--- config.mk ---
export PLATFORM = sky130hd
export DESIGN_NAME = axi4_arbiter_flat
export DESIGN_NICKNAME = d
export VERILOG_FILES = /design/src/rtl/axi_pkg.sv /design/src/rtl/axi4_if.sv /design/src/rtl/rr_arb2.sv /design/src/rtl/axi4_arbiter.sv /design/src/flat_wrapper.sv
export SDC_FILE = /design/constraint.sdc
export NUM_CORES = 1
export LEC_CHECK = 0
export ABC_AREA = 1
export CAP_MARGIN = 0
export CORE_AREA = 5 5 205 207
export DETAILED_ROUTE_END_ITERATION = 12
export DIE_AREA = 0 0 210 212
export PLACE_DENSITY_LB_ADDON = 0.12
export SETUP_SLACK_MARGIN = 0.1
export SYNTH_ARGS = -nofsm -noshare
export SYNTH_HDL_FRONTEND = slang
export SYNTH_SLANG_ARGS = --single-unit
--- constraint.sdc ---
create_clock -name clk -period 1.3 [get_ports clk]
set_input_delay 0.13 -clock clk [delete_from_list [all_inputs] [get_ports clk]]
set_output_delay 0.13 -clock clk [all_outputs]
set_load 0.01 [all_outputs]
--- src/rtl/axi_pkg.sv ---
// Shared AXI definitions: arbiter state encoding and protocol constants.
package axi_pkg;

    typedef enum logic [1:0] {
        IDLE = 2'd0,
        RD   = 2'd1,
        WR   = 2'd2
    } arb_state_t;

    localparam logic [1:0] BURST_INCR  = 2'b01;
    localparam logic [1:0] RESP_OKAY   = 2'b00;
    localparam logic [1:0] RESP_SLVERR = 2'b10;

endpackage

--- src/rtl/axi4_if.sv ---
// AXI4 bundle. A transfer happens on every rising edge where valid and ready are both 1;
// valid must not depend on ready, and once raised it holds with stable payload until the transfer.
interface axi4_if #(
    parameter int ADDR_WIDTH = 32,
    parameter int DATA_WIDTH = 32,
    parameter int ID_WIDTH   = 1
);
    logic [ID_WIDTH-1:0]     awid;
    logic [ADDR_WIDTH-1:0]   awaddr;
    logic [7:0]              awlen;
    logic [2:0]              awsize;
    logic [1:0]              awburst;
    logic                    awvalid;
    logic                    awready;
    logic [DATA_WIDTH-1:0]   wdata;
    logic [DATA_WIDTH/8-1:0] wstrb;
    logic                    wlast;
    logic                    wvalid;
    logic                    wready;
    logic [ID_WIDTH-1:0]     bid;
    logic [1:0]              bresp;
    logic                    bvalid;
    logic                    bready;
    logic [ID_WIDTH-1:0]     arid;
    logic [ADDR_WIDTH-1:0]   araddr;
    logic [7:0]              arlen;
    logic [2:0]              arsize;
    logic [1:0]              arburst;
    logic                    arvalid;
    logic                    arready;
    logic [ID_WIDTH-1:0]     rid;
    logic [DATA_WIDTH-1:0]   rdata;
    logic [1:0]              rresp;
    logic                    rlast;
    logic                    rvalid;
    logic                    rready;

    modport master (
        output awid, awaddr, awlen, awsize, awburst, awvalid,
        output wdata, wstrb, wlast, wvalid, bready,
        output arid, araddr, arlen, arsize, arburst, arvalid, rready,
        input  awready, wready, bid, bresp, bvalid,
        input  arready, rid, rdata, rresp, rlast, rvalid
    );

    modport slave (
        input  awid, awaddr, awlen, awsize, awburst, awvalid,
        input  wdata, wstrb, wlast, wvalid, bready,
        input  arid, araddr, arlen, arsize, arburst, arvalid, rready,
        output awready, wready, bid, bresp, bvalid,
        output arready, rid, rdata, rresp, rlast, rvalid
    );

endinterface

--- src/rtl/rr_arb2.sv ---
// Two-way round-robin pick: a lone requester wins, a tie goes to the side not served last.
module rr_arb2 (
    input  logic [1:0] req,
    input  logic       last,
    output logic       grant
);

    always_comb begin
        grant = 1'b0;
        case (req)
            2'b01:   grant = 1'b0;
            2'b10:   grant = 1'b1;
            2'b11:   grant = ~last;
            default: grant = 1'b0;
        endcase
    end

endmodule

--- src/rtl/axi4_arbiter.sv ---
// Two-to-one AXI4 arbiter: one whole read or write transaction per grant, round-robin between IFU (m0) and LSU (m1).
module axi4_arbiter
    import axi_pkg::*;
#(
    parameter int ADDR_WIDTH = 32,
    parameter int DATA_WIDTH = 32,
    parameter int ID_WIDTH   = 1
) (
    input  logic       clk,
    input  logic       rst_n,
    axi4_if.slave      m0,
    axi4_if.slave      m1,
    axi4_if.master     s,
    output arb_state_t dbg_state
);

    arb_state_t state;
    logic       gnt;
    logic       last;
    logic       ar_done;
    logic       aw_done;
    logic [1:0] req;
    logic       pick;
    logic       pick_rd;

    assign req     = {m1.arvalid | m1.awvalid, m0.arvalid | m0.awvalid};
    assign pick_rd = pick ? m1.arvalid : m0.arvalid;
    assign dbg_state = state;

    rr_arb2 u_rr (
        .req   (req),
        .last  (last),
        .grant (pick)
    );

    always_ff @(posedge clk) begin
        if (!rst_n) begin
            state   <= IDLE;
            gnt     <= 1'b0;
            last    <= 1'b1;
            ar_done <= 1'b0;
            aw_done <= 1'b0;
        end else begin
            case (state)
                IDLE: begin
                    if (|req) begin
                        gnt     <= pick;
                        state   <= pick_rd ? RD : WR;
                        ar_done <= 1'b0;
                        aw_done <= 1'b0;
                    end
                end
                RD: begin
                    if (s.arvalid && s.arready) ar_done <= 1'b1;
                    if (s.rvalid && s.rready && s.rlast) begin
                        last  <= gnt;
                        state <= IDLE;
                    end
                end
                WR: begin
                    if (s.awvalid && s.awready) aw_done <= 1'b1;
                    if (s.bvalid && s.bready) begin
                        last  <= gnt;
                        state <= IDLE;
                    end
                end
                default: state <= IDLE;
            endcase
        end
    end

    logic                    in_rd, in_wr;
    logic [ID_WIDTH-1:0]     ar_id, aw_id;
    logic [ADDR_WIDTH-1:0]   ar_addr, aw_addr;
    logic [7:0]              ar_len, aw_len;
    logic [2:0]              ar_size, aw_size;
    logic [1:0]              ar_burst, aw_burst;
    logic [DATA_WIDTH-1:0]   w_data;
    logic [DATA_WIDTH/8-1:0] w_strb;
    logic                    w_last, ar_valid, aw_valid, w_valid, r_ready, b_ready;

    assign in_rd = (state == RD);
    assign in_wr = (state == WR);

    // Everything the granted master drives; all zero while idle.
    always_comb begin
        ar_id = '0; ar_addr = '0; ar_len = '0; ar_size = '0; ar_burst = '0; ar_valid = 1'b0;
        aw_id = '0; aw_addr = '0; aw_len = '0; aw_size = '0; aw_burst = '0; aw_valid = 1'b0;
        w_data = '0; w_strb = '0; w_last = 1'b0; w_valid = 1'b0; r_ready = 1'b0; b_ready = 1'b0;
        if (state != IDLE) begin
            if (gnt) begin
                ar_id = m1.arid; ar_addr = m1.araddr; ar_len = m1.arlen;
                ar_size = m1.arsize; ar_burst = m1.arburst; ar_valid = m1.arvalid;
                aw_id = m1.awid; aw_addr = m1.awaddr; aw_len = m1.awlen;
                aw_size = m1.awsize; aw_burst = m1.awburst; aw_valid = m1.awvalid;
                w_data = m1.wdata; w_strb = m1.wstrb; w_last = m1.wlast; w_valid = m1.wvalid;
                r_ready = m1.rready; b_ready = m1.bready;
            end else begin
                ar_id = m0.arid; ar_addr = m0.araddr; ar_len = m0.arlen;
                ar_size = m0.arsize; ar_burst = m0.arburst; ar_valid = m0.arvalid;
                aw_id = m0.awid; aw_addr = m0.awaddr; aw_len = m0.awlen;
                aw_size = m0.awsize; aw_burst = m0.awburst; aw_valid = m0.awvalid;
                w_data = m0.wdata; w_strb = m0.wstrb; w_last = m0.wlast; w_valid = m0.wvalid;
                r_ready = m0.rready; b_ready = m0.bready;
            end
        end
    end

    assign s.arid    = ar_id;
    assign s.araddr  = ar_addr;
    assign s.arlen   = ar_len;
    assign s.arsize  = ar_size;
    assign s.arburst = ar_burst;
    assign s.arvalid = in_rd & ar_valid & ~ar_done;
    assign s.rready  = in_rd & r_ready;
    assign s.awid    = aw_id;
    assign s.awaddr  = aw_addr;
    assign s.awlen   = aw_len;
    assign s.awsize  = aw_size;
    assign s.awburst = aw_burst;
    assign s.awvalid = in_wr & aw_valid & ~aw_done;
    assign s.wdata   = w_data;
    assign s.wstrb   = w_strb;
    assign s.wlast   = w_last;
    assign s.wvalid  = in_wr & w_valid;
    assign s.bready  = in_wr & b_ready;

    logic rd0, rd1, wr0, wr1;
    assign rd0 = in_rd & ~gnt;
    assign rd1 = in_rd & gnt;
    assign wr0 = in_wr & ~gnt;
    assign wr1 = in_wr & gnt;

    // Responses and readies reach only the granted master; the other sees zeros.
    assign m0.arready = rd0 & ~ar_done & s.arready;
    assign m0.rvalid  = rd0 & s.rvalid;
    assign m0.rid     = rd0 ? s.rid : '0;
    assign m0.rdata   = rd0 ? s.rdata : '0;
    assign m0.rresp   = rd0 ? s.rresp : '0;
    assign m0.rlast   = rd0 & s.rlast;
    assign m0.awready = wr0 & ~aw_done & s.awready;
    assign m0.wready  = wr0 & s.wready;
    assign m0.bvalid  = wr0 & s.bvalid;
    assign m0.bid     = wr0 ? s.bid : '0;
    assign m0.bresp   = wr0 ? s.bresp : '0;

    assign m1.arready = rd1 & ~ar_done & s.arready;
    assign m1.rvalid  = rd1 & s.rvalid;
    assign m1.rid     = rd1 ? s.rid : '0;
    assign m1.rdata   = rd1 ? s.rdata : '0;
    assign m1.rresp   = rd1 ? s.rresp : '0;
    assign m1.rlast   = rd1 & s.rlast;
    assign m1.awready = wr1 & ~aw_done & s.awready;
    assign m1.wready  = wr1 & s.wready;
    assign m1.bvalid  = wr1 & s.bvalid;
    assign m1.bid     = wr1 ? s.bid : '0;
    assign m1.bresp   = wr1 ? s.bresp : '0;

endmodule

--- src/flat_wrapper.sv ---
// flat-port wrapper written by rule: the top's interface ports become plain ports
module axi4_arbiter_flat import axi_pkg::*;
#(
    parameter int ADDR_WIDTH = 32,
    parameter int DATA_WIDTH = 32,
    parameter int ID_WIDTH   = 1
)
  (clk, rst_n, dbg_state, m0_awid, m0_awaddr, m0_awlen, m0_awsize, m0_awburst, m0_awvalid, m0_wdata, m0_wstrb, m0_wlast, m0_wvalid, m0_bready, m0_arid, m0_araddr, m0_arlen, m0_arsize, m0_arburst, m0_arvalid, m0_rready, m0_awready, m0_wready, m0_bid, m0_bresp, m0_bvalid, m0_arready, m0_rid, m0_rdata, m0_rresp, m0_rlast, m0_rvalid, m1_awid, m1_awaddr, m1_awlen, m1_awsize, m1_awburst, m1_awvalid, m1_wdata, m1_wstrb, m1_wlast, m1_wvalid, m1_bready, m1_arid, m1_araddr, m1_arlen, m1_arsize, m1_arburst, m1_arvalid, m1_rready, m1_awready, m1_wready, m1_bid, m1_bresp, m1_bvalid, m1_arready, m1_rid, m1_rdata, m1_rresp, m1_rlast, m1_rvalid, s_awid, s_awaddr, s_awlen, s_awsize, s_awburst, s_awvalid, s_wdata, s_wstrb, s_wlast, s_wvalid, s_bready, s_arid, s_araddr, s_arlen, s_arsize, s_arburst, s_arvalid, s_rready, s_awready, s_wready, s_bid, s_bresp, s_bvalid, s_arready, s_rid, s_rdata, s_rresp, s_rlast, s_rvalid);
  axi4_if #(.ADDR_WIDTH(ADDR_WIDTH), .DATA_WIDTH(DATA_WIDTH), .ID_WIDTH(ID_WIDTH)) m0_i ();
  axi4_if #(.ADDR_WIDTH(ADDR_WIDTH), .DATA_WIDTH(DATA_WIDTH), .ID_WIDTH(ID_WIDTH)) m1_i ();
  axi4_if #(.ADDR_WIDTH(ADDR_WIDTH), .DATA_WIDTH(DATA_WIDTH), .ID_WIDTH(ID_WIDTH)) s_i ();
  input  logic clk;
  input  logic rst_n;
  output arb_state_t dbg_state;
  input wire logic [$bits(m0_i.awid)-1:0] m0_awid;
  input wire logic [$bits(m0_i.awaddr)-1:0] m0_awaddr;
  input wire logic [$bits(m0_i.awlen)-1:0] m0_awlen;
  input wire logic [$bits(m0_i.awsize)-1:0] m0_awsize;
  input wire logic [$bits(m0_i.awburst)-1:0] m0_awburst;
  input wire logic [$bits(m0_i.awvalid)-1:0] m0_awvalid;
  input wire logic [$bits(m0_i.wdata)-1:0] m0_wdata;
  input wire logic [$bits(m0_i.wstrb)-1:0] m0_wstrb;
  input wire logic [$bits(m0_i.wlast)-1:0] m0_wlast;
  input wire logic [$bits(m0_i.wvalid)-1:0] m0_wvalid;
  input wire logic [$bits(m0_i.bready)-1:0] m0_bready;
  input wire logic [$bits(m0_i.arid)-1:0] m0_arid;
  input wire logic [$bits(m0_i.araddr)-1:0] m0_araddr;
  input wire logic [$bits(m0_i.arlen)-1:0] m0_arlen;
  input wire logic [$bits(m0_i.arsize)-1:0] m0_arsize;
  input wire logic [$bits(m0_i.arburst)-1:0] m0_arburst;
  input wire logic [$bits(m0_i.arvalid)-1:0] m0_arvalid;
  input wire logic [$bits(m0_i.rready)-1:0] m0_rready;
  output wire logic [$bits(m0_i.awready)-1:0] m0_awready;
  output wire logic [$bits(m0_i.wready)-1:0] m0_wready;
  output wire logic [$bits(m0_i.bid)-1:0] m0_bid;
  output wire logic [$bits(m0_i.bresp)-1:0] m0_bresp;
  output wire logic [$bits(m0_i.bvalid)-1:0] m0_bvalid;
  output wire logic [$bits(m0_i.arready)-1:0] m0_arready;
  output wire logic [$bits(m0_i.rid)-1:0] m0_rid;
  output wire logic [$bits(m0_i.rdata)-1:0] m0_rdata;
  output wire logic [$bits(m0_i.rresp)-1:0] m0_rresp;
  output wire logic [$bits(m0_i.rlast)-1:0] m0_rlast;
  output wire logic [$bits(m0_i.rvalid)-1:0] m0_rvalid;
  input wire logic [$bits(m1_i.awid)-1:0] m1_awid;
  input wire logic [$bits(m1_i.awaddr)-1:0] m1_awaddr;
  input wire logic [$bits(m1_i.awlen)-1:0] m1_awlen;
  input wire logic [$bits(m1_i.awsize)-1:0] m1_awsize;
  input wire logic [$bits(m1_i.awburst)-1:0] m1_awburst;
  input wire logic [$bits(m1_i.awvalid)-1:0] m1_awvalid;
  input wire logic [$bits(m1_i.wdata)-1:0] m1_wdata;
  input wire logic [$bits(m1_i.wstrb)-1:0] m1_wstrb;
  input wire logic [$bits(m1_i.wlast)-1:0] m1_wlast;
  input wire logic [$bits(m1_i.wvalid)-1:0] m1_wvalid;
  input wire logic [$bits(m1_i.bready)-1:0] m1_bready;
  input wire logic [$bits(m1_i.arid)-1:0] m1_arid;
  input wire logic [$bits(m1_i.araddr)-1:0] m1_araddr;
  input wire logic [$bits(m1_i.arlen)-1:0] m1_arlen;
  input wire logic [$bits(m1_i.arsize)-1:0] m1_arsize;
  input wire logic [$bits(m1_i.arburst)-1:0] m1_arburst;
  input wire logic [$bits(m1_i.arvalid)-1:0] m1_arvalid;
  input wire logic [$bits(m1_i.rready)-1:0] m1_rready;
  output wire logic [$bits(m1_i.awready)-1:0] m1_awready;
  output wire logic [$bits(m1_i.wready)-1:0] m1_wready;
  output wire logic [$bits(m1_i.bid)-1:0] m1_bid;
  output wire logic [$bits(m1_i.bresp)-1:0] m1_bresp;
  output wire logic [$bits(m1_i.bvalid)-1:0] m1_bvalid;
  output wire logic [$bits(m1_i.arready)-1:0] m1_arready;
  output wire logic [$bits(m1_i.rid)-1:0] m1_rid;
  output wire logic [$bits(m1_i.rdata)-1:0] m1_rdata;
  output wire logic [$bits(m1_i.rresp)-1:0] m1_rresp;
  output wire logic [$bits(m1_i.rlast)-1:0] m1_rlast;
  output wire logic [$bits(m1_i.rvalid)-1:0] m1_rvalid;
  output wire logic [$bits(s_i.awid)-1:0] s_awid;
  output wire logic [$bits(s_i.awaddr)-1:0] s_awaddr;
  output wire logic [$bits(s_i.awlen)-1:0] s_awlen;
  output wire logic [$bits(s_i.awsize)-1:0] s_awsize;
  output wire logic [$bits(s_i.awburst)-1:0] s_awburst;
  output wire logic [$bits(s_i.awvalid)-1:0] s_awvalid;
  output wire logic [$bits(s_i.wdata)-1:0] s_wdata;
  output wire logic [$bits(s_i.wstrb)-1:0] s_wstrb;
  output wire logic [$bits(s_i.wlast)-1:0] s_wlast;
  output wire logic [$bits(s_i.wvalid)-1:0] s_wvalid;
  output wire logic [$bits(s_i.bready)-1:0] s_bready;
  output wire logic [$bits(s_i.arid)-1:0] s_arid;
  output wire logic [$bits(s_i.araddr)-1:0] s_araddr;
  output wire logic [$bits(s_i.arlen)-1:0] s_arlen;
  output wire logic [$bits(s_i.arsize)-1:0] s_arsize;
  output wire logic [$bits(s_i.arburst)-1:0] s_arburst;
  output wire logic [$bits(s_i.arvalid)-1:0] s_arvalid;
  output wire logic [$bits(s_i.rready)-1:0] s_rready;
  input wire logic [$bits(s_i.awready)-1:0] s_awready;
  input wire logic [$bits(s_i.wready)-1:0] s_wready;
  input wire logic [$bits(s_i.bid)-1:0] s_bid;
  input wire logic [$bits(s_i.bresp)-1:0] s_bresp;
  input wire logic [$bits(s_i.bvalid)-1:0] s_bvalid;
  input wire logic [$bits(s_i.arready)-1:0] s_arready;
  input wire logic [$bits(s_i.rid)-1:0] s_rid;
  input wire logic [$bits(s_i.rdata)-1:0] s_rdata;
  input wire logic [$bits(s_i.rresp)-1:0] s_rresp;
  input wire logic [$bits(s_i.rlast)-1:0] s_rlast;
  input wire logic [$bits(s_i.rvalid)-1:0] s_rvalid;
  assign m0_i.awid = m0_awid;
  assign m0_i.awaddr = m0_awaddr;
  assign m0_i.awlen = m0_awlen;
  assign m0_i.awsize = m0_awsize;
  assign m0_i.awburst = m0_awburst;
  assign m0_i.awvalid = m0_awvalid;
  assign m0_i.wdata = m0_wdata;
  assign m0_i.wstrb = m0_wstrb;
  assign m0_i.wlast = m0_wlast;
  assign m0_i.wvalid = m0_wvalid;
  assign m0_i.bready = m0_bready;
  assign m0_i.arid = m0_arid;
  assign m0_i.araddr = m0_araddr;
  assign m0_i.arlen = m0_arlen;
  assign m0_i.arsize = m0_arsize;
  assign m0_i.arburst = m0_arburst;
  assign m0_i.arvalid = m0_arvalid;
  assign m0_i.rready = m0_rready;
  assign m0_awready = m0_i.awready;
  assign m0_wready = m0_i.wready;
  assign m0_bid = m0_i.bid;
  assign m0_bresp = m0_i.bresp;
  assign m0_bvalid = m0_i.bvalid;
  assign m0_arready = m0_i.arready;
  assign m0_rid = m0_i.rid;
  assign m0_rdata = m0_i.rdata;
  assign m0_rresp = m0_i.rresp;
  assign m0_rlast = m0_i.rlast;
  assign m0_rvalid = m0_i.rvalid;
  assign m1_i.awid = m1_awid;
  assign m1_i.awaddr = m1_awaddr;
  assign m1_i.awlen = m1_awlen;
  assign m1_i.awsize = m1_awsize;
  assign m1_i.awburst = m1_awburst;
  assign m1_i.awvalid = m1_awvalid;
  assign m1_i.wdata = m1_wdata;
  assign m1_i.wstrb = m1_wstrb;
  assign m1_i.wlast = m1_wlast;
  assign m1_i.wvalid = m1_wvalid;
  assign m1_i.bready = m1_bready;
  assign m1_i.arid = m1_arid;
  assign m1_i.araddr = m1_araddr;
  assign m1_i.arlen = m1_arlen;
  assign m1_i.arsize = m1_arsize;
  assign m1_i.arburst = m1_arburst;
  assign m1_i.arvalid = m1_arvalid;
  assign m1_i.rready = m1_rready;
  assign m1_awready = m1_i.awready;
  assign m1_wready = m1_i.wready;
  assign m1_bid = m1_i.bid;
  assign m1_bresp = m1_i.bresp;
  assign m1_bvalid = m1_i.bvalid;
  assign m1_arready = m1_i.arready;
  assign m1_rid = m1_i.rid;
  assign m1_rdata = m1_i.rdata;
  assign m1_rresp = m1_i.rresp;
  assign m1_rlast = m1_i.rlast;
  assign m1_rvalid = m1_i.rvalid;
  assign s_awid = s_i.awid;
  assign s_awaddr = s_i.awaddr;
  assign s_awlen = s_i.awlen;
  assign s_awsize = s_i.awsize;
  assign s_awburst = s_i.awburst;
  assign s_awvalid = s_i.awvalid;
  assign s_wdata = s_i.wdata;
  assign s_wstrb = s_i.wstrb;
  assign s_wlast = s_i.wlast;
  assign s_wvalid = s_i.wvalid;
  assign s_bready = s_i.bready;
  assign s_arid = s_i.arid;
  assign s_araddr = s_i.araddr;
  assign s_arlen = s_i.arlen;
  assign s_arsize = s_i.arsize;
  assign s_arburst = s_i.arburst;
  assign s_arvalid = s_i.arvalid;
  assign s_rready = s_i.rready;
  assign s_i.awready = s_awready;
  assign s_i.wready = s_wready;
  assign s_i.bid = s_bid;
  assign s_i.bresp = s_bresp;
  assign s_i.bvalid = s_bvalid;
  assign s_i.arready = s_arready;
  assign s_i.rid = s_rid;
  assign s_i.rdata = s_rdata;
  assign s_i.rresp = s_rresp;
  assign s_i.rlast = s_rlast;
  assign s_i.rvalid = s_rvalid;
  axi4_arbiter #(.ADDR_WIDTH(ADDR_WIDTH), .DATA_WIDTH(DATA_WIDTH), .ID_WIDTH(ID_WIDTH)) u_core (.clk(clk), .rst_n(rst_n), .m0(m0_i), .m1(m1_i), .s(s_i), .dbg_state(dbg_state));
endmodule
-- After elaboration in Yosys (flattened, before gate mapping)
Cells that the tools add are included.
W data, S select, Z words.
- register bits after elaboration: 6
- word-level logic and storage cells: 124
- equality and inequality tests: 9
- mux-type cells: 61
- bitwise operators: 33
- reduce and logical (&&, ||, !) cells: 16
- operators by type and width (cell ; count):
    $mux W32 ; 8
    $mux W8 ; 4
    $and A1 B1 Y1 ; 27
    $mux W1 ; 26
    $mux W2 ; 12
    $mux W3 ; 4
    $reduce_and A3 Y1 ; 4
    $mux W4 ; 2
    $ne A2 B2 Y1 const B ; 4
    $pmux W1 S2 ; 4
    $reduce_bool A2 Y1 ; 4
    $eq A2 B2 Y1 const B ; 3
    $pmux W2 S3 ; 1
    $logic_and A1 B1 Y1 ; 5
    $not A1 Y1 ; 4
    $eq A2 B1 Y1 const B ; 1
    $logic_not A2 Y1 ; 1
    $ne A2 B1 Y1 const B ; 1
    $or A1 B1 Y1 ; 2
    $reduce_and A2 Y1 ; 1
    $reduce_or A2 Y1 ; 1

-- Depth between registers and ports, before layout
Gate-level depths: netlist of run 1.
- word-level depth: 7
- gate-level depth with buffers: 8
- gate-level depth less buffers: 8

-- By module
A second synthesis of run 1 with hierarchy kept.
- cells, all modules: 648
- area total of the unflattened synthesis: 2834.0 um^2
- by module, submodules not included (module ; instances ; cells an instance ; area each (um^2) ; sequential area each (um^2)):
    axi4_arbiter ; 1 ; 646 ; 2821.5 ; 120.1
    rr_arb2 ; 1 ; 2 ; 12.5 ; 0.0

-- Least setup slack after synthesis of run 1
Ideal clock, no wire load.
- kind: register to output
- from: register u_core.state[0], in the netlist u_core.dbg_state[0]
- to: output port m0_rdata[0]
- arrival: 1.184 ns
- data required time: 1.170 ns
- setup slack: -0.014 ns
- cell stages (with the launch flop): 7
- path buffers: 2
- path through: dfxtp_1 inv_1 nor2_2 nand2_1 buf_2 buf_6 nor2_1
- word-level cells in the longest chain between the ends: 3
- ends and longest elaborated chain (what ; line ; RTL):
    start: declaration ; axi4_arbiter.sv:17 ; arb_state_t state;
    start signal: assignment ; axi4_arbiter.sv:48 ; state <= pick_rd ? RD : WR;
    $eq A2 B1 Y1 ; axi4_arbiter.sv:82 ; assign in_rd = (state == RD);
    $and A1 B1 Y1 ; axi4_arbiter.sv:129 ; assign rd0 = in_rd & ~gnt;
    $mux W32 ; axi4_arbiter.sv:138 ; assign m0.rdata = rd0 ? s.rdata : '0;
    end: declaration ; flat_wrapper.sv:40 ; output wire logic [$bits(m0_i.rdata)-1:0] m0_rdata;
Every way passes these cells.

-- Worst setup path after layout of run 1
- from: register u_core.gnt
- to: output port s_wdata[27]
- word-level cells in the longest chain between the ends: 2
- ends and longest elaborated chain (what ; line ; RTL):
    start: declaration ; axi4_arbiter.sv:18 ; logic gnt;
    start signal: assignment ; axi4_arbiter.sv:47 ; gnt <= pick;
    $mux W32 ; axi4_arbiter.sv:91 ; if (gnt) begin
    $mux W32 ; axi4_arbiter.sv:90 ; if (state != IDLE) begin
    end: declaration ; flat_wrapper.sv:79 ; output wire logic [$bits(s_i.wdata)-1:0] s_wdata;
Every way passes these cells.

==> metrics.cfg, run 1 <==
[global_route]
grt_pass1_vias=6671
grt_pass1_wl_mm=43.7
grt_remaining_overflow=0
grt_use_total_pct=12.8
grt_max_degree=39
grt_antenna_before_repair=5

[sta]
setup_viol=230
hold_viol=0
report.final.slew_viol_count=0
tightestPinTransition_ns=0.263
max_freq_ghz=0.595
fin_crit_sh_pct=129
setup-tns-final_ns=-58.35
min_period_ns=1.68
relSlewSlack_pct=82.3
fin_skew_ns=0.00349
setup_slack_ns=-0.382
grt_setup_unrepaired=yes

[cells_and_area]
drive_gt1_share_pct=41.1
multi_input_comb_area_sq_mm=0.00291
fill_cells=4490
final_area_sq_mm=0.0105
seqCellArea_sq_um=129
areaGrowthSynthToFinish_pct=271
final_nets=1593

[power]
leakagePower_uw=0.00500
power_frac_comb_pct=94.3
max-vdd-ir-drop_mv=0.731
power_density_mw_per_mm2=1510
switchingPower_uw=7490
clkPwrFrac_pct=3.4
p_sw_share_pct=47.2
seqPwrFrac_pct=2.3
p_int_uw=8390

[route]
via_per_inst=3.64
ant_nets=0
drtPass1Iterations=4
drc=0
detail_route.iter0.violations=121
wire_per_inst_um=18.2
num_vias=6588
wirelength_mm=33.0

[logic_synthesis]
ys_seq_area_share_pct=4.23
ys_seq_elements=6
synth-main-ff-cell=dfxtp_1
ys_types=21
synth-edff-count=0
netlist_area_sq_mm=0.00284
synthArstFlopShare_pct=0
syn_area_per_cell_sq_um=4.39
synth_fp_nets=961
synth_area_leaders=nand2_1 38%, a21oi_1 23%, nor2_1 12%
yosys.area.top_type=nand2_1
syn_inst=647
yosysTopAreaCellShare_pct=38.0
yosys_warnings=0

[hold_path]
hold_end=u_core.last$_SDFFE_PN1P_
hold_start=u_core.last$_SDFFE_PN1P_
hold_depth=2
hold_path_class=reg2reg

[placed_design]
placed_cell_area_sq_mm=0.00966
port_buffers=537
gp_congestion=0.852
dp_hpwl_mm=25.7

[setup_path]
reg2reg_from=u_core.gnt$_SDFFE_PN0P_
reg2reg_depth=9
crit_path_start_kind=register
worstPathRequired_ns=1.17
cp-end-kind=output pin
criticalPathCategory=reg2out
r2r_slack_ns=-0.24
r2r_end=u_core.dbg_state[1]$_SDFFE_PN0P_
worstPathArrival_ns=1.55
cp_max_fo=8

[floorplan]
start_util_pct=7.07
num_rows=74
core-area_sq_mm=0.0402
io_pins=538
dieArea_sq_mm=0.0445
dieWidth_um=210
die_h_um=212

[clocking]
htree_levels=1
root_buffer=clkbuf_16
cts_inserted_buffers=3
clk_pin_slew_ns=0.04
cts.path.max_buffers=2
insertion_delay_ns=0.24
cts_tree=built
cts_num_sinks=6

[run]
cap_violations=0

[outcome]
status=finished, violations left
failed_checks=setup timing

==> through the flow <==
stage	std cells	setup WS [ns]	hold slack, ns	total power [uW]	utilization (%)
after floorplan	647	0.0618	0.229	5110	-
after detailed placement	1737	-0.619	0.470	13200	24.0
final	1811	-0.382	0.476	15900	26.2
after global routing	1811	-0.464	0.516	17100	26.2
after CTS	1762	-0.691	0.480	14900	25.0
after global placement	1737	-0.597	0.462	13300	24.0
==> repair_timing <==
action / 4_1_cts / 5_1_grt
buffers inserted: 13 / 43
hold buffers: 0 / 0
cloned: 8 / 10
setup endpoints to repair: 230 / 230
pin swaps: 7 / 23
gates resized for setup: 349 / 640
==> worst max-delay path: stages, from the launching register on <==
cell	delay, ns
dfxtp_4	0.46
buf_12	0.18
buf_12	0.12
buf_8	0.10
nand2_2	0.04
a21oi_2	0.14
buf_4	0.14
buf_12	0.10
==> routing by layer <==
layer	part of all wire, %	up-vias	wire, um	track usage, %
li1	-	3271	-	-
met1	37	2936	12300	13.6
met2	52	345	17100	24.5
met3	9.2	28	3030	5.18
met4	1.4	8	472	1.78
met5	0.15	-	48	0
==> flip-flops by register name (all words and copies together), names as in the netlist <==
name,count
u_core.ar_done,1
u_core.last,1
u_core.dbg_state,2
u_core.gnt,1
u_core.aw_done,1
==> cell usage after synthesis, types with 2 or more instances <==
| master | instances |
|---|---|
| nand2_1 | 288 |
| a21oi_1 | 133 |
| nor2_1 | 92 |
| inv_1 | 52 |
| buf_2 | 27 |
| buf_4 | 10 |
| clkbuf_1 | 10 |
| nand3_1 | 8 |
| dfxtp_1 | 6 |
| buf_6 | 4 |
| nor3_1 | 4 |
| inv_2 | 3 |
| nor2_2 | 2 |
==> layout by cell type, fill, tap and decap left out, types with 2 or more instances in the layout <==
cell type	synthesis	routed
inv_1	52	51
a21oi_1	133	38
nor2_1	92	63
dfxtp_1	6	3
a21oi_2	0	84
nor3_1	4	3
buf_4	10	71
clkbuf_16	0	10
nand2_4	0	4
dlymetal6s2s_1	0	6
buf_12	0	27
buf_8	0	16
buf_6	4	48
buf_2	27	138
nand3_1	8	7
buf_16	0	12
a21oi_4	0	11
clkdlybuf4s15_2	0	10
dfxtp_4	0	2
nor2_4	0	13
clkbuf_2	0	28
nor2_2	2	18
nand2_2	1	24
clkdlybuf4s50_1	0	315
nand2_1	288	260
==> power by group through the flow <==
stage | combinational, uW | clock (uW) | sequential (uW)
floorplan | 4790 | 0 | 324
global placement | 13000 | 0 | 325
detailed placement | 12900 | 0 | 330
CTS | 14000 | 550 | 357
global route | 16200 | 560 | 372
finish | 15000 | 538 | 363
==> logic make-up (layout without fill, tap and decap cells) <==
family / Yosys count / in the layout / share of synthesized area, %
simple gates: 397 / 397 / 53.4
buf+inv: 106 / 737 / 17.6
compound gates: 138 / 138 / 24.8
other cells: 0 / 1 / 0
flops: 6 / 6 / 4.23
==> layout make-up <==
class	count	area share, %
multi-input combinational	535	27.6
sequential	6	1.22
tap	532	6.31
inverter	55	2.15
clock buffer	4	0.747
timing repair buffer	678	61.9
antenna	1	0.0237
==> worst max path at each step <==
stage,from,to,slack [ns],depth (start not counted)
after floorplan,u_core.dbg_state[0]$_SDFFE_PN0P_,m0_rdata[0],0.06,6
after global placement,u_core.gnt$_SDFFE_PN0P_,s_arvalid,-0.60,4
after detailed placement,u_core.gnt$_SDFFE_PN0P_,s_arvalid,-0.62,4
after CTS,u_core.gnt$_SDFFE_PN0P_,s_arlen[0],-0.69,5
after global routing,u_core.gnt$_SDFFE_PN0P_,s_wdata[27],-0.46,7
final,u_core.gnt$_SDFFE_PN0P_,s_wdata[27],-0.38,7
(Power assumes the default switching activity.)
==> run 2, diff against run 1 <==
- CTS_CLUSTER_DIAMETER: default -> 50
==> results of run 2 <==
Same layout as run 1: the final DEF is identical, and so are final timing and power.
==> run 3, diff against run 2 <==
- CTS_CLUSTER_SIZE: default -> 8
- HOLD_SLACK_MARGIN: default -> 0.02
- clock period: 1.3 -> 1.9 ns (I/O delays scaled with it)
==> run 3 against run 2 <==
  * Clock power fell by 33%
  * The run now ends clean
  * Worst hold slack improved by 0.0070 ns
  * Power is 51% lower
  * Sequential power fell by 34%
  * Cell area down 14%
  * Largest cell class unchanged
==> metrics.cfg, run 3 (synthesis gave the netlist of run 1 again) <==
[route]
drtPass1Iterations=4  ; unchanged
ant_nets=0  ; unchanged
drc=0  ; unchanged
via_per_inst=3.40  ; -6.4%
detail_route.iter0.violations=212  ; +75%
wire_per_inst_um=16.9  ; -6.9%
wirelength_mm=29.0  ; -12%
num_vias=5833  ; -11%

[sta]
setup_slack_ns=0.149  ; +0.531 ns
hold_viol=0  ; unchanged
setup-tns-final_ns=0  ; +58.35 ns
relSlewSlack_pct=83.7  ; +1.3 points
setup_viol=0  ; -100%
min_period_ns=1.75
fin_skew_ns=0.00234  ; -0.00115 ns
grt_setup_unrepaired=yes
fin_crit_sh_pct=92.1
report.final.slew_viol_count=0  ; unchanged
tightestPinTransition_ns=0.243  ; -0.0200 ns
max_freq_ghz=0.571

[global_route]
grt_use_total_pct=11.7  ; -1.2 points
grt_remaining_overflow=0  ; unchanged
grt_max_degree=39  ; unchanged
grt_pass1_vias=5873  ; -12%
grt_pass1_wl_mm=39.7  ; -9.1%
grt_antenna_before_repair=0  ; -5

[cells_and_area]
final_cell_mix=315 x clkdlybuf4s50_1, 285 x nand2_1, 143 x dlygate4sd2_1, 127 x a21oi_1, 92 x nor2_1
final_nets=1497  ; -6.0%
fill_cells=4635  ; +3.2%
drive_gt1_share_pct=9.90  ; -31 points
antenna_cells=0  ; -1
areaGrowthSynthToFinish_pct=219
final_area_sq_mm=0.00905  ; -14%
final_common_cell=clkdlybuf4s50_1
largest_register_ffs=2  ; unchanged

[hold_path]
hold_path_class=reg2reg
hold_start=u_core.last$_SDFFE_PN1P_
hold_end=u_core.last$_SDFFE_PN1P_
hold_depth=2  ; unchanged

[placed_design]
gp_congestion=0.757  ; -11%
pre_cts_ws_ns=-0.0906  ; +0.528 ns
dp_hpwl_mm=22.6  ; -12%
placed_cell_area_sq_mm=0.00897  ; -7.0%
port_buffers=537  ; unchanged

[power]
power_density_mw_per_mm2=852  ; -43%
leakagePower_uw=0.00454  ; -9.2%
max-vdd-ir-drop_mv=0.454  ; -38%

[clocking]
cts_inserted_buffers=3  ; unchanged
cts_num_sinks=6  ; unchanged
cts_tree=built
root_buffer=clkbuf_16
cts.path.max_buffers=2  ; unchanged
insertion_delay_ns=0.23  ; about the same
clk_pin_slew_ns=0.04  ; about the same
htree_levels=1  ; unchanged
cts_hold_buf=0  ; unchanged

[setup_path]
r2r_end=u_core.dbg_state[1]$_SDFFE_PN0P_
cp-end-kind=output pin
cp_max_fo=27  ; +19
crit_path_start_kind=register
worstPathArrival_ns=1.56  ; about the same
worstPathRequired_ns=1.71  ; +0.54 ns
reg2reg_depth=10  ; +1
reg2reg_from=u_core.gnt$_SDFFE_PN0P_
criticalPathCategory=reg2out
r2r_slack_ns=0.27  ; +0.51 ns

[floorplan]
dieArea_sq_mm=0.0445  ; unchanged
core-area_sq_mm=0.0402  ; unchanged
dieWidth_um=210  ; unchanged
die_h_um=212  ; unchanged
start_util_pct=7.07  ; unchanged
io_pins=538  ; unchanged
num_rows=74  ; unchanged

[outcome]
status=completed

[run]
cap_violations=0  ; unchanged

run 3: through the flow:
step / std cells / total power, uW / hold WS, ns / util [%]
2_1_floorplan: 647 / 3130 / 0.289 / -
3_3_place_gp: 1693 / 7960 / 0.468 / 22.3
6_report: 1714 / 7710 / 0.483 / 22.5
5_1_grt: 1714 / 8370 / 0.513 / 22.5
3_5_place_dp: 1693 / 7870 / 0.475 / 22.3
4_1_cts: 1712 / 7870 / 0.484 / 22.7
run 3: worst max-delay path by stage:
stage                                startpoint  slack (ns)           to  cells after the start
4_1_cts                 u_core.gnt$_SDFFE_PN0P_        0.11  s_awaddr[2]                      5
3_5_place_dp   u_core.dbg_state[1]$_SDFFE_PN0P_       -0.09  s_awaddr[2]                      5
2_1_floorplan  u_core.dbg_state[0]$_SDFFE_PN0P_        0.53  m0_rdata[0]                      6
3_3_place_gp   u_core.dbg_state[1]$_SDFFE_PN0P_       -0.08  s_awaddr[2]                      5
5_1_grt                 u_core.gnt$_SDFFE_PN0P_        0.07  s_wdata[21]                      5
6_report                u_core.gnt$_SDFFE_PN0P_        0.15  s_wdata[21]                      5
run 3: report_power, final:
part / switching, uW / internal, uW
Sequential: 66.0 / 175
Combinational: 3810 / 3300
Clock: 78.4 / 279
Total: 3960 / 3760
run 3: critical path, cell delays in order, from the launching register on:
cell and delay [ns]:
dfxtp_4 0.42, buf_6 0.16, buf_16 0.18, nand2_1 0.12, a21oi_1 0.16, dlygate4sd2_1 0.29
run 3: layer usage:
metal / GRT usage, % / routed length [um]
met1: 13.5 / 11200
met2: 23.3 / 16200
met3: 1.99 / 1490
met4: 0.945 / 123
met5: 0 / 0
run 3: area by class of cell:
cell class,count,area (sq um),share of cell area (%)
inverter,55,219,2.42
multi-input combinational,535,2260,24.9
timing repair buffer,582,5710,63.0
clock buffer,4,78.8,0.871
sequential,6,126,1.40
tap,532,666,7.35
run 3: repair_timing:
| action | 4_1_cts | 5_1_grt |
|---|---|---|
| pin swaps | 1 | 3 |
| resized for setup | 290 | 98 |
| cloned | 7 | 1 |
| setup buffers | 8 | 1 |
| setup endpoints to repair | 222 | 73 |
